[src/rtl/dut_system_pkg.sv]
// Shared pixel types and the RGB-to-gray helper for the pixel pipeline.
// Pixel byte order on the wire is B,G,R: byte0=[23:16], byte1=[15:8], byte2=[7:0].
package dut_system_pkg;

    localparam int CHAN_W  = 8;
    localparam int PIXEL_W = 24;
    localparam int GRAY_W  = 8;

    typedef struct packed {
        logic [CHAN_W-1:0] b0;
        logic [CHAN_W-1:0] b1;
        logic [CHAN_W-1:0] b2;
    } pixel_t;

    // Average variant is exact floor(sum/3); weighted variant is a BT.601-style luma with R in byte2.
    function automatic logic [GRAY_W-1:0] rgb_to_gray(input pixel_t px, input logic weighted);
        logic [9:0]  sum;
        logic [15:0] wsum;
        logic [9:0]  avg;
        sum  = {2'b00, px.b0} + {2'b00, px.b1} + {2'b00, px.b2};
        avg  = sum / 10'd3;
        wsum = 16'd77  * {8'd0, px.b2}
             + 16'd150 * {8'd0, px.b1}
             + 16'd29  * {8'd0, px.b0};
        if (weighted)
            return wsum[15:8];
        else
            return avg[GRAY_W-1:0];
    endfunction

endpackage

[src/rtl/sync_fifo_fwft.sv]
// Synchronous first-word-fall-through FIFO of any depth >= 2; dout shows the head (0 when empty).
// Flags are registered from the next count; writes while full and reads while empty are ignored.
module sync_fifo_fwft #(
    parameter int DWIDTH = 8,
    parameter int DEPTH  = 2
) (
    input  logic              clock,
    input  logic              reset,
    input  logic [DWIDTH-1:0] din,
    input  logic              wr_en,
    output logic              full,
    output logic [DWIDTH-1:0] dout,
    input  logic              rd_en,
    output logic              empty
);

    localparam int PW = (DEPTH > 1) ? $clog2(DEPTH) : 1;
    localparam int CW = $clog2(DEPTH + 1);

    logic [DWIDTH-1:0] mem [DEPTH];
    logic [PW-1:0]     wr_ptr;
    logic [PW-1:0]     rd_ptr;
    logic [CW-1:0]     count;
    logic [CW-1:0]     count_nxt;
    logic              wr_fire;
    logic              rd_fire;

    assign wr_fire = wr_en && !full;
    assign rd_fire = rd_en && !empty;

    // Explicit wrap so non-power-of-two depths never address past DEPTH-1.
    function automatic logic [PW-1:0] next_ptr(input logic [PW-1:0] p);
        return (p == PW'(DEPTH - 1)) ? '0 : p + 1'b1;
    endfunction

    always_comb begin
        count_nxt = count;
        case ({wr_fire, rd_fire})
            2'b10:   count_nxt = count + 1'b1;
            2'b01:   count_nxt = count - 1'b1;
            default: count_nxt = count;
        endcase
    end

    always_ff @(posedge clock) begin
        if (reset) begin
            wr_ptr <= '0;
            rd_ptr <= '0;
            count  <= '0;
            full   <= 1'b0;
            empty  <= 1'b1;
        end else begin
            if (wr_fire)
                wr_ptr <= next_ptr(wr_ptr);
            if (rd_fire)
                rd_ptr <= next_ptr(rd_ptr);
            count <= count_nxt;
            full  <= (count_nxt == CW'(DEPTH));
            empty <= (count_nxt == '0);
        end
    end

    always_ff @(posedge clock) begin
        if (!reset && wr_fire)
            mem[wr_ptr] <= din;
    end

    assign dout = empty ? '0 : mem[rd_ptr];

endmodule

[src/rtl/dut_system.sv]
// Pixel pipeline: input FIFO -> gray/passthrough converter -> output FIFO, one word per cycle.
// Write at edge N lands in the output FIFO at edge N+1; optional weighted gray via DUT_SYSTEM_WEIGHTED_GRAY_EN.
module dut_system
    import dut_system_pkg::*;
#(
    parameter int CONVERT_GRAYSCALE = 1,
    parameter int FIFO_DWIDTH_IN    = 24,
    parameter int FIFO_DWIDTH_OUT   = 8,
    parameter int FIFO_BUFFER_SIZE  = 2
) (
    input  logic                       clock,
    input  logic                       reset,
    input  logic [FIFO_DWIDTH_IN-1:0]  fifo_in_din,
    input  logic                       fifo_in_wr_en,
    output logic                       fifo_in_full,
    output logic [FIFO_DWIDTH_OUT-1:0] fifo_out_dout,
    input  logic                       fifo_out_rd_en,
    output logic                       fifo_out_empty
);

`ifdef DUT_SYSTEM_WEIGHTED_GRAY_EN
    localparam logic WEIGHTED = 1'b1;
`else
    localparam logic WEIGHTED = 1'b0;
`endif

    logic [FIFO_DWIDTH_IN-1:0]  in_head;
    logic                       in_empty;
    logic                       out_full;
    logic                       xfer;
    logic [FIFO_DWIDTH_OUT-1:0] conv;

    sync_fifo_fwft #(
        .DWIDTH (FIFO_DWIDTH_IN),
        .DEPTH  (FIFO_BUFFER_SIZE)
    ) u_fifo_in (
        .clock (clock),
        .reset (reset),
        .din   (fifo_in_din),
        .wr_en (fifo_in_wr_en),
        .full  (fifo_in_full),
        .dout  (in_head),
        .rd_en (xfer),
        .empty (in_empty)
    );

    // Move one word whenever there is something to move and room to put it.
    assign xfer = !in_empty && !out_full;

    generate
        if (CONVERT_GRAYSCALE != 0) begin : g_gray
            assign conv = FIFO_DWIDTH_OUT'(rgb_to_gray(pixel_t'(in_head), WEIGHTED));
        end else begin : g_pass
            assign conv = FIFO_DWIDTH_OUT'(in_head);
        end
    endgenerate

    sync_fifo_fwft #(
        .DWIDTH (FIFO_DWIDTH_OUT),
        .DEPTH  (FIFO_BUFFER_SIZE)
    ) u_fifo_out (
        .clock (clock),
        .reset (reset),
        .din   (conv),
        .wr_en (xfer),
        .full  (out_full),
        .dout  (fifo_out_dout),
        .rd_en (fifo_out_rd_en),
        .empty (fifo_out_empty)
    );

endmodule

[config.mk]
export PLATFORM = sky130hd
export DESIGN_NAME = dut_system
export DESIGN_NICKNAME = d
export VERILOG_FILES = /design/src/rtl/dut_system_pkg.sv /design/src/rtl/sync_fifo_fwft.sv /design/src/rtl/dut_system.sv
export SDC_FILE = /design/constraint.sdc
export NUM_CORES = 1
export LEC_CHECK = 0
export ABC_AREA = 1
export ABC_CLOCK_PERIOD_IN_PS = 10800
export BUFFER_PORTS_ARGS = -buffer_cell sky130_fd_sc_hd__buf_4
export CAP_MARGIN = 5
export CORE_MARGIN = 2
export CORE_UTILIZATION = 30
export DETAILED_ROUTE_END_ITERATION = 8
export SYNTH_ARGS = -nofsm -noshare
export SYNTH_HDL_FRONTEND = slang
export SYNTH_HIERARCHICAL = 1
export SYNTH_SLANG_ARGS = --single-unit
export TNS_END_PERCENT = 30
[constraint.sdc]
create_clock -name clock -period 10.8 [get_ports clock]
set_input_delay 2.16 -clock clock [delete_from_list [all_inputs] [get_ports clock]]
set_output_delay 2.16 -clock clock [all_outputs]
set_load 0.02 [all_outputs]
After elaboration in Yosys (flattened, before gate mapping). Memory sizes are Yosys's and may differ from the RTL's. A register that Yosys moved wholly into a read port is not among the register bits. Cells that the tools add are included.

$add $sub $neg: 10. Mux-type cells: 16. Multiply operators: 0. Reduce and logical (&&, ||, !) cells: 14. Magnitude comparators: 0. Shift-type cells: 0. Equal/unequal tests: 6. Bitwise operators: 0. Divide/modulo/power cells: 1.

Operators by type and width (number): two-way mux 24 bit (1); two-way mux 1 bit (12); adder 9 x 8 -> 10 bit (1); divider 10 x 2 -> 10 bit, second input constant (1); adder 8 x 8 -> 9 bit (1); equality test 2 bit, second input constant (4); two-way mux 8 bit (1); one-hot mux 2 bit (2 select lines) (2); logical AND 1 bit (7); zero test 1 bit (5); adder 1 bit, second input constant (4); adder 2 x 1 -> 2 bit, second input constant (2); equality test 2 x 1 -> 1 bit, second input constant (2); zero test 2 bit (2); subtractor 2 x 1 -> 2 bit, second input constant (2).

Bits in read-only memories: 0. Output and inout bits: 10. Memory bits (writable): 64. Bits in registers: 12. Latch bits: 0. Bits of input ports: 28. Memories kept: 2.

Memories: u_fifo_in.mem (words 2, width 24, read ports 1, clocked after Yosys merged registers in 1, wr ports 1, RTL line sync_fifo_fwft.sv:20) `logic [DWIDTH-1:0] mem [DEPTH];`; u_fifo_out.mem (words 2, width 8, read ports 1, clocked after Yosys merged registers in 1, wr ports 1, RTL line sync_fifo_fwft.sv:20).

Depth between registers and ports, before layout. Gate-level depths: netlist of the first run.

Depth after elaboration: 6. Depth in mapped cells: 43.

Hierarchy. The synthesis of the first run kept the hierarchy.

By module, submodules not included: sync_fifo_fwft at u_fifo_in (area each 2139.6 sq um, seq. area each 1581.5 sq um, times used 1, cells each 168); dut_system (area each 1097.3 sq um, seq. area each 0.0 sq um, times used 1, cells each 179); sync_fifo_fwft at u_fifo_out (area each 909.6 sq um, seq. area each 620.6 sq um, times used 1, cells each 82).

Worst setup path before layout of the first run. Ideal clock, no wire load.

Path kind: reg2reg. Start: register (tool-made name). End: memory u_fifo_out.mem[0][0] (data pin). Data required time: 10.540 ns. Stages on the path, launching flop included: 43. Path buffers: 2. Setup slack: 6.121 ns. Arrival: 4.419 ns. Period minus slack after synthesis: 4.679 ns. Cell sequence: dfxtp_1 > buf_6 > clkinv_4 > buf_6 > nand2_1 > a21oi_1 > inv_1 > fa_1 > inv_1 > ha_1 > inv_1 > fa_1 > inv_1 > nand2_1 > nand2_1 > nand3_2 > nand3_1 > nand2_2 > (+7 left out) > nand2_1 > o21ai_2 > nand2_4 > inv_2 > o21ai_2 > nand3_2 > nand2_1 > nand2_2 > and2_2 > ha_1 > inv_1 > nand2_2 > inv_2 > nand2_4 > nand2_2 > nand2_1 > inv_1 > nand3_2.

RTL lines (RTL line): end: declaration (sync_fifo_fwft.sv:20).

==> results.cfg, run 1 <==
[clock_network]
cts-root-buf = clkbuf_16
cts_tree = done
cts_buffer_depth = 2
cts_sinks = 78
htree_num_levels = 3
cts-buffers-inserted = 9
clkTransAtPathRegs_ns = 0.06
insertion_delay_ns = 0.33
postCtsSetupBuffers = 0
cts_resized = 0
postCtsHoldBufs = 0

[yosys]
yosys_warnings = 6
synth_fa_ha_area_frac = 0.0736
synthCells = 429
synth_nets = 476
yosysSeqAreaShare = 0.531
muxShareOfSynthArea = 0
synth-xor-area-share = 0.0148
avgSynthCellArea_um2 = 9.67
synthFlopType = edfxtp_1
synth-compound-area-share = 0.0736
synth_area_leaders = edfxtp_1, nand2_1, dfxtp_1, inv_1, a21oi_1
synth_edf_count = 64
async_reset_ff_frac = 0
synth_top_area_frac = 0.463
yosys.area_share.simple = 0.221
synth_top_family_by_area = simple AND/OR/NAND/NOR gates
yosysTopAreaCell = edfxtp_1
synth_cell_types = 30
ys_ff_latch = 78
syn_area_um2 = 4150

[grt]
track_usage = 0.107
antenna_found_initial = 0
grt_pass1_wl_um = 12400
grt_pass1_vias = 2721
grt-ovfl-total = 0
grt_max_degree = 27

[timing]
maxSlewViolCount = 0
final.setup_skew_ns = 0.00542
slew_headroom = 0.152
setup_violations = 0
min_period_ns = 5.95
rsz0062_at_grt = no
max_slew.worst_pin.slew_ns = 1.27
setup_tns_ns = 0
final.period_utilization = 0.551
hold_violations = 0
max_freq_ghz = 0.168

[worst_hold_path]
hp-start = u_fifo_in/wr_ptr
holdPathEnd = u_fifo_in/wr_ptr
min_delay_path_depth = 2
min_path_type = flop to flop

[critical_path]
ff2ff_path_depth = 39
worstSetupStartpointType = flop
critPathMostFrequentCell = nand2_1
worstPathArrival_ns = 6.03
r2r_setup_slack_ns = 4.85
crit_fanout = 25
cpMaxStageDelayCell = dfxtp_1
rr_endpoint = u_fifo_out/mem[0][0]
worstSetupEndpointType = flop
slowest_delay_ns = 0.93
critical_path_class = flop to flop
cp.required_ns = 10.88

[detailed_routing]
detail-route-antenna-nets = 0
drcViolationCount = 0
dr.pass1.iters = 4
routed_wl_um = 7340
dr_total_vias = 2807
wl_per_cell_um = 11.3
drtIter0Drc = 125
viasPerCell = 4.33

[job]
drv_cap = 0

[layout]
layout_commonest_cell = nand2_1
diodes = 0
syn2layout_area_growth_pct = 17.7
layout_common_cells = nand2_1, edfxtp_1, inv_1
multi_input_area_um2 = 1600
drive_above_1_share = 0.203
fill_cells = 1336
nNetsFinal = 515
seqCellArea_um2 = 2200

[floorplan]
rows = 42
core_um2 = 13300
die-area_um2 = 14800
pin_count = 38
die_w_um = 122
initial_core_util = 0.311
die_h_um = 122

[placed_design]
dpl.hpwl_um = 5230
portBuffers = 37
gp_congestion = 0.778

[status]
outcome = completed
critical path, delay by kind of cell, from the launching register on:
family	cells	cell delay (ns)
flops	1	0.93
compound gates	3	0.33
simple gates	23	2.30
buf+inv	9	1.01
fa+ha+maj	4	1.12
per-stage QoR:
step                instances  setup WS [ns]   util  hold slack (ns)  cell area, um2
floorplan                 429           6.12      -            0.446            4150
global placement          633           5.13  0.342            0.460            4560
detailed placement        633           4.86  0.342            0.469            4560
CTS                       649           4.80  0.366            0.481            4880
global route              649           4.15  0.366            0.493            4880
finish                    649           4.85  0.366            0.479            4880
synth_stat cells, types with 6 or more instances:
master and instances:
a21oi_1 39, buf_6 7, dfxtp_1 14, edfxtp_1 64, fa_1 9, ha_1 10
inv_1 63, nand2_1 128, nand2_2 9, nand3_1 18, nand3_2 10, nor2_1 18
o21ai_2 6
layout make-up:
cell class / instances / share of cell area
Sequential cell: 78 / 0.451
Multi-Input combinational cell: 273 / 0.327
Timing Repair Buffer: 38 / 0.0585
Inverter: 68 / 0.0533
Clock buffer: 11 / 0.0477
Tap cell: 176 / 0.0451
Clock inverter: 5 / 0.0172
layer usage:
metal / share of wire / vias to the layer above / track usage
met3: 0.042 / 6 / 0.0323
met5: 0 / - / 0
met1: 0.48 / 1292 / 0.132
met4: 0.014 / 0 / 0.0453
met2: 0.47 / 51 / 0.176
li1: - / 1458 / -
flip-flops by register name, indices dropped and copies added (netlist names), named ones only:
| register | count |
|---|---|
| u_fifo_out/mem | 16 |
| u_fifo_in/empty | 1 |
| u_fifo_in/rd_ptr | 1 |
| u_fifo_in/full | 1 |
| u_fifo_in/wr_ptr | 1 |
| u_fifo_out/wr_ptr | 1 |
| u_fifo_out/empty | 1 |
| u_fifo_out/rd_ptr | 1 |
| u_fifo_in/mem | 48 |
| u_fifo_out/full | 1 |
| u_fifo_in/count | 2 |
| u_fifo_out/count | 2 |
how the worst max path moves through the flow:
stage / slack (ns) / startpoint / depth (start not counted) / to
floorplan: 6.12 / flop / 42 / u_fifo_out/mem[0][0]
global placement: 5.13 / flop / 39 / u_fifo_out/mem[0][0]
detailed placement: 4.86 / flop / 39 / u_fifo_out/mem[1][0]
CTS: 4.80 / flop / 39 / u_fifo_out/mem[0][0]
global route: 4.15 / flop / 39 / u_fifo_out/mem[1][0]
finish: 4.85 / flop / 39 / u_fifo_out/mem[0][0]
cells by family (layout without fill, tap and decap cells):
family	Yosys count	after routing
AND/OR/NAND/NOR	196	196
flip-flops	78	78
buffers and inverters	78	122
AO/OA/AOI/OAI	51	51
adder cells (fa/ha/maj)	19	19
XOR/XNOR	7	7
Power of run 1 is left out: the tool's default activity adds up to more than one toggle a clock period on the data nets, which glitch-free logic cannot reach.
==> run 2: changes to the inputs <==
Settings changed: ABC_CLOCK_PERIOD_IN_PS 10800 to 5100.
Clock period 10.8 ns to 5.1 ns, I/O delays scaled along.
==> results.cfg, run 2 (same netlist as run 1, synthesis figures left out) <==
[layout]
multi_input_area_um2 = 1780
layout_commonest_cell = nand2_1
fill_cells = 1322
syn2layout_area_growth_pct = 25.4
top_regs = u_fifo_in/mem x48, u_fifo_out/mem x16
finalInstanceArea_um2 = 5200
drive_above_1_share = 0.312
largest_reg_flops = 48
layout_common_cells = nand2_1, edfxtp_1, inv_1
diodes = 0
seqCellArea_um2 = 2210
nNetsFinal = 533
regMostFlops = u_fifo_in/mem

[placed_design]
dpl.hpwl_um = 5440
portBuffers = 37
place_area_um2 = 4610
place_ws_ns = -0.175
gp_congestion = 0.779

[clock_network]
cts_sinks = 78
clkTransAtPathRegs_ns = 0.06
cts-root-buf = clkbuf_16
cts_buffer_depth = 2
cts-buffers-inserted = 9
htree_num_levels = 3
cts_tree = done
insertion_delay_ns = 0.33
postCtsHoldBufs = 0

[detailed_routing]
viasPerCell = 4.35
routed_wl_um = 7800
detail-route-antenna-nets = 0
drcViolationCount = 0
dr_total_vias = 2900
dr.pass1.iters = 4
wl_per_cell_um = 11.7
drtIter0Drc = 143

[timing]
maxSlewViolCount = 0
final.period_utilization = 0.951
max_freq_ghz = 0.206
setup_tns_ns = 0
setup_violations = 0
max_slew.worst_pin.slew_ns = 0.717
worst_slack_ns = 0.248
min_period_ns = 4.85
hold_violations = 0
final.setup_skew_ns = 0.00373
slew_headroom = 0.520

[floorplan]
core_um2 = 13300
rows = 42
die_w_um = 122
pin_count = 38
die-area_um2 = 14800
die_h_um = 122
initial_core_util = 0.311

[grt]
antenna_found_initial = 0
grt_pass1_wl_um = 12600
grt_pass1_vias = 2795
track_usage = 0.108
grt-ovfl-total = 0
grt_max_degree = 25

[critical_path]
critical_path_class = flop to flop
cpLargestDelayFamily = simple AND/OR/NAND/NOR gates
critPathMostFrequentCell = nand2_2
worstSetupEndpointType = flop
worstSetupStartpointType = flop
crit_fanout = 15
cpMaxStageDelayCell = fa_1
worstPathArrival_ns = 4.93
slowest_delay_ns = 0.45
cp.required_ns = 5.18
path_buf_inv = 6

[worst_hold_path]
hp-start = u_fifo_out/wr_ptr
min_path_type = flop to flop

[status]
outcome = completed

[job]
drv_cap = 0
-- run 2: cell types whose count changed in the layout (fill, tap and decap cells not counted), moves of 4 or more --
cell,previous run,this run
buf_4,38,53
inv_1,63,58
nand2_1,128,116
nand2_2,9,19
a21oi_1,39,29
a21oi_2,2,12
ha_1,10,6
-- run 2: worst paths after layout --
path | to | slack [ns] | cells past startpoint
setup / recovery | u_fifo_out/mem[1][0] | 0.25 | 35
hold / removal | u_fifo_out/wr_ptr | 0.48 | 2
setup reg to reg | u_fifo_out/mem[1][0] | 0.25 | 35
hold reg to reg | u_fifo_out/wr_ptr | 0.48 | 2
-- run 2: worst min-delay path: cells and delay by family, from the launching register on --
family / cells / cell delay [ns]
AOI/OAI and AO/OA: 1 / 0.05
and+or+nand+nor: 1 / 0.06
DFF: 1 / 0.32
-- run 2: per-layer routing --
layer / global-route usage / up-vias / share of wire
li1: - / 1494 / -
met1: 0.136 / 1345 / 0.48
met2: 0.173 / 50 / 0.47
met3: 0.0309 / 11 / 0.040
met4: 0.0453 / 0 / 0.017
met5: 0 / - / 0
-- run 2: per-stage QoR --
| step | utilization | cells | hold slack (ns) |
|---|---|---|---|
| 3_3_place_gp | 0.345 | 639 | 0.462 |
| 4_1_cts | 0.367 | 654 | 0.478 |
| 3_5_place_dp | 0.345 | 639 | 0.469 |
| 6_report | 0.390 | 666 | 0.480 |
| 2_1_floorplan | - | 429 | 0.446 |
| 5_1_grt | 0.390 | 666 | 0.496 |
-- run 2: cell type report --
cell class / instances / share of cell area
multi-input cells: 273 / 0.343
flip-flops and latches: 78 / 0.424
clock buffers: 10 / 0.0440
well taps: 176 / 0.0423
repair buffers: 56 / 0.0854
clock inverters: 5 / 0.00986
inverters: 68 / 0.0515
-- run 2: timing repair --
action	4_1_cts	5_1_grt
setup buffers	0	12
gates resized for setup	3	60
endpoints found under the hold margin	0	0
setup endpoints to repair	2	4
cloned	0	0
pin swaps	0	22
Power of run 2 is left out for the same reason.
==> run 3: changes to the inputs <==
Settings changed: GPL_ROUTABILITY_DRIVEN set to 0, SYNTH_HIERARCHICAL 1 to not set.
==> results.cfg, run 3 <==
[status]
outcome = completed

[yosys]
yosysTopAreaCell = edfxtp_1
muxShareOfSynthArea = 0
synth_edf_count = 64
synthFlopType = edfxtp_1
yosysMostFrequentCell = nor2_1
synth_nets = 458
avgSynthCellArea_um2 = 9.73
synth_area_leaders = edfxtp_1, dfxtp_1, nor2_1, nand2_1, inv_1
synth_top_family_by_area = simple AND/OR/NAND/NOR gates
yosysSeqAreaShare = 0.551
synthTopCellsByCount = nor2_1, nand2_1, edfxtp_1, inv_1, o21ai_0
async_reset_ff_frac = 0
synth-compound-area-share = 0.0876
synthCells = 411
yosys_warnings = 0
synth_fa_ha_area_frac = 0.0764
synth_top_area_frac = 0.481
synth_cell_types = 25
synth-xor-area-share = 0.0153
syn_area_um2 = 4000
ys_ff_latch = 78
yosys.area_share.simple = 0.209

[layout]
largest_reg_flops = 48
drive_above_1_share = 0.273
nNetsFinal = 507
top_regs = u_fifo_in.mem x48, u_fifo_out.mem x16
layout_common_cells = nor2_1, edfxtp_1, nand2_1
layout_commonest_cell = nor2_1
diodes = 0
regMostFlops = u_fifo_in.mem
fin_cells = 641
syn2layout_area_growth_pct = 24.4

[timing]
setup_tns_ns = 0
maxSlewViolCount = 0
whs_ns = 0.467
final.period_utilization = 0.934
setup_violations = 0
final.setup_skew_ns = 0.0109
hold_violations = 0
worst_slack_ns = 0.339
slew_headroom = 0.258
max_freq_ghz = 0.210
min_period_ns = 4.76
max_slew.worst_pin.slew_ns = 1.10

[detailed_routing]
drcViolationCount = 0
dr.pass1.iters = 4
dr_total_vias = 2740
viasPerCell = 4.27
wl_per_cell_um = 11.4
detail-route-antenna-nets = 0
routed_wl_um = 7290
drtIter0Drc = 74

[critical_path]
ff2ff_path_depth = 35
slowest_delay_ns = 0.57
worstSetupStartpointType = flop
r2r_setup_slack_ns = 0.34
crit_fanout = 10
worstPathArrival_ns = 4.83
critical_path_class = flop to flop
cp.required_ns = 5.17
critPathMostFrequentCell = nand2_2
worstSetupEndpointType = flop
cpMaxStageDelayCell = fa_1
rr_endpoint = u_fifo_out.mem[1][0]

[floorplan]
initial_core_util = 0.304
pin_count = 38
die-area_um2 = 14300
die_h_um = 119
die_w_um = 119
core_um2 = 13100
rows = 42

[clock_network]
htree_num_levels = 3
cts_buffer_depth = 2
cts-buffers-inserted = 9
clkTransAtPathRegs_ns = 0.06
insertion_delay_ns = 0.34
cts_sinks = 78
postCtsHoldBufs = 0
cts-root-buf = clkbuf_16
cts_tree = done

[grt]
track_usage = 0.106
grt_pass1_wl_um = 12100
grt-ovfl-total = 0
grt_max_degree = 25
antenna_found_initial = 0
grt_pass1_vias = 2699

[job]
drv_cap = 0

[placed_design]
dp.cells = 620
portBuffers = 37
place_ws_ns = 0.155
dpl.hpwl_um = 5150

[worst_hold_path]
hp-start = u_fifo_out.wr_ptr
min_delay_path_depth = 2
holdPathEnd = u_fifo_out.wr_ptr
min_path_type = flop to flop
-- run 3: worst max-delay path by stage --
stage,start,end,slack (ns)
final,flop,u_fifo_out.mem[1][0],0.34
after global routing,flop,u_fifo_out.mem[1][0],-0.04
after detailed placement,flop,u_fifo_out.mem[0][0],0.16
after floorplan,flop,u_fifo_out.mem[0][0],0.39
after CTS,flop,u_fifo_out.mem[1][0],0.09
after global placement,flop,u_fifo_out.mem[0][0],0.25
-- run 3: metal layers --
layer | up-vias | global-route usage | part of all wire
li1 | 1446 | - | -
met1 | 1238 | 0.130 | 0.47
met2 | 44 | 0.174 | 0.47
met3 | 12 | 0.0330 | 0.041
met4 | 0 | 0.0434 | 0.019
met5 | - | 0 | 0
-- run 3: cell families after synthesis --
kind of cell / after synthesis
flops: 78
xor+xnor: 7
buf+inv: 65
simple gates: 183
fa+ha+maj: 19
compound gates: 59
-- run 3: through the flow --
step	util	instance area, um2
floorplan	-	4000
global placement	0.343	4510
detailed placement	0.343	4510
CTS	0.368	4830
global route	0.378	4970
finish	0.378	4970
-- run 3: area by class of cell --
class	instances	area (um2)
clock inverters	6	92.6
clock buffers	10	229
fillers	1325	8170
well taps	176	220
repair buffers	48	397
flip-flops and latches	78	2210
inverters	55	210
multi-input cells	268	1620
-- run 3: timing repair --
| item | in CTS | in global routing |
|---|---|---|
| resized for setup | 0 | 33 |
| endpoints found under the setup margin | 0 | 4 |
| buffers inserted | 0 | 5 |
-- run 3: worst max-delay path, delay by kind of cell, from the launching register on --
kind,cells,cell delay [ns]
compound gates,6,0.79
buf+inv,8,0.77
flops,1,0.36
fa+ha+maj,3,1.15
simple gates,18,1.43
Power of run 3 is left out for the same reason.
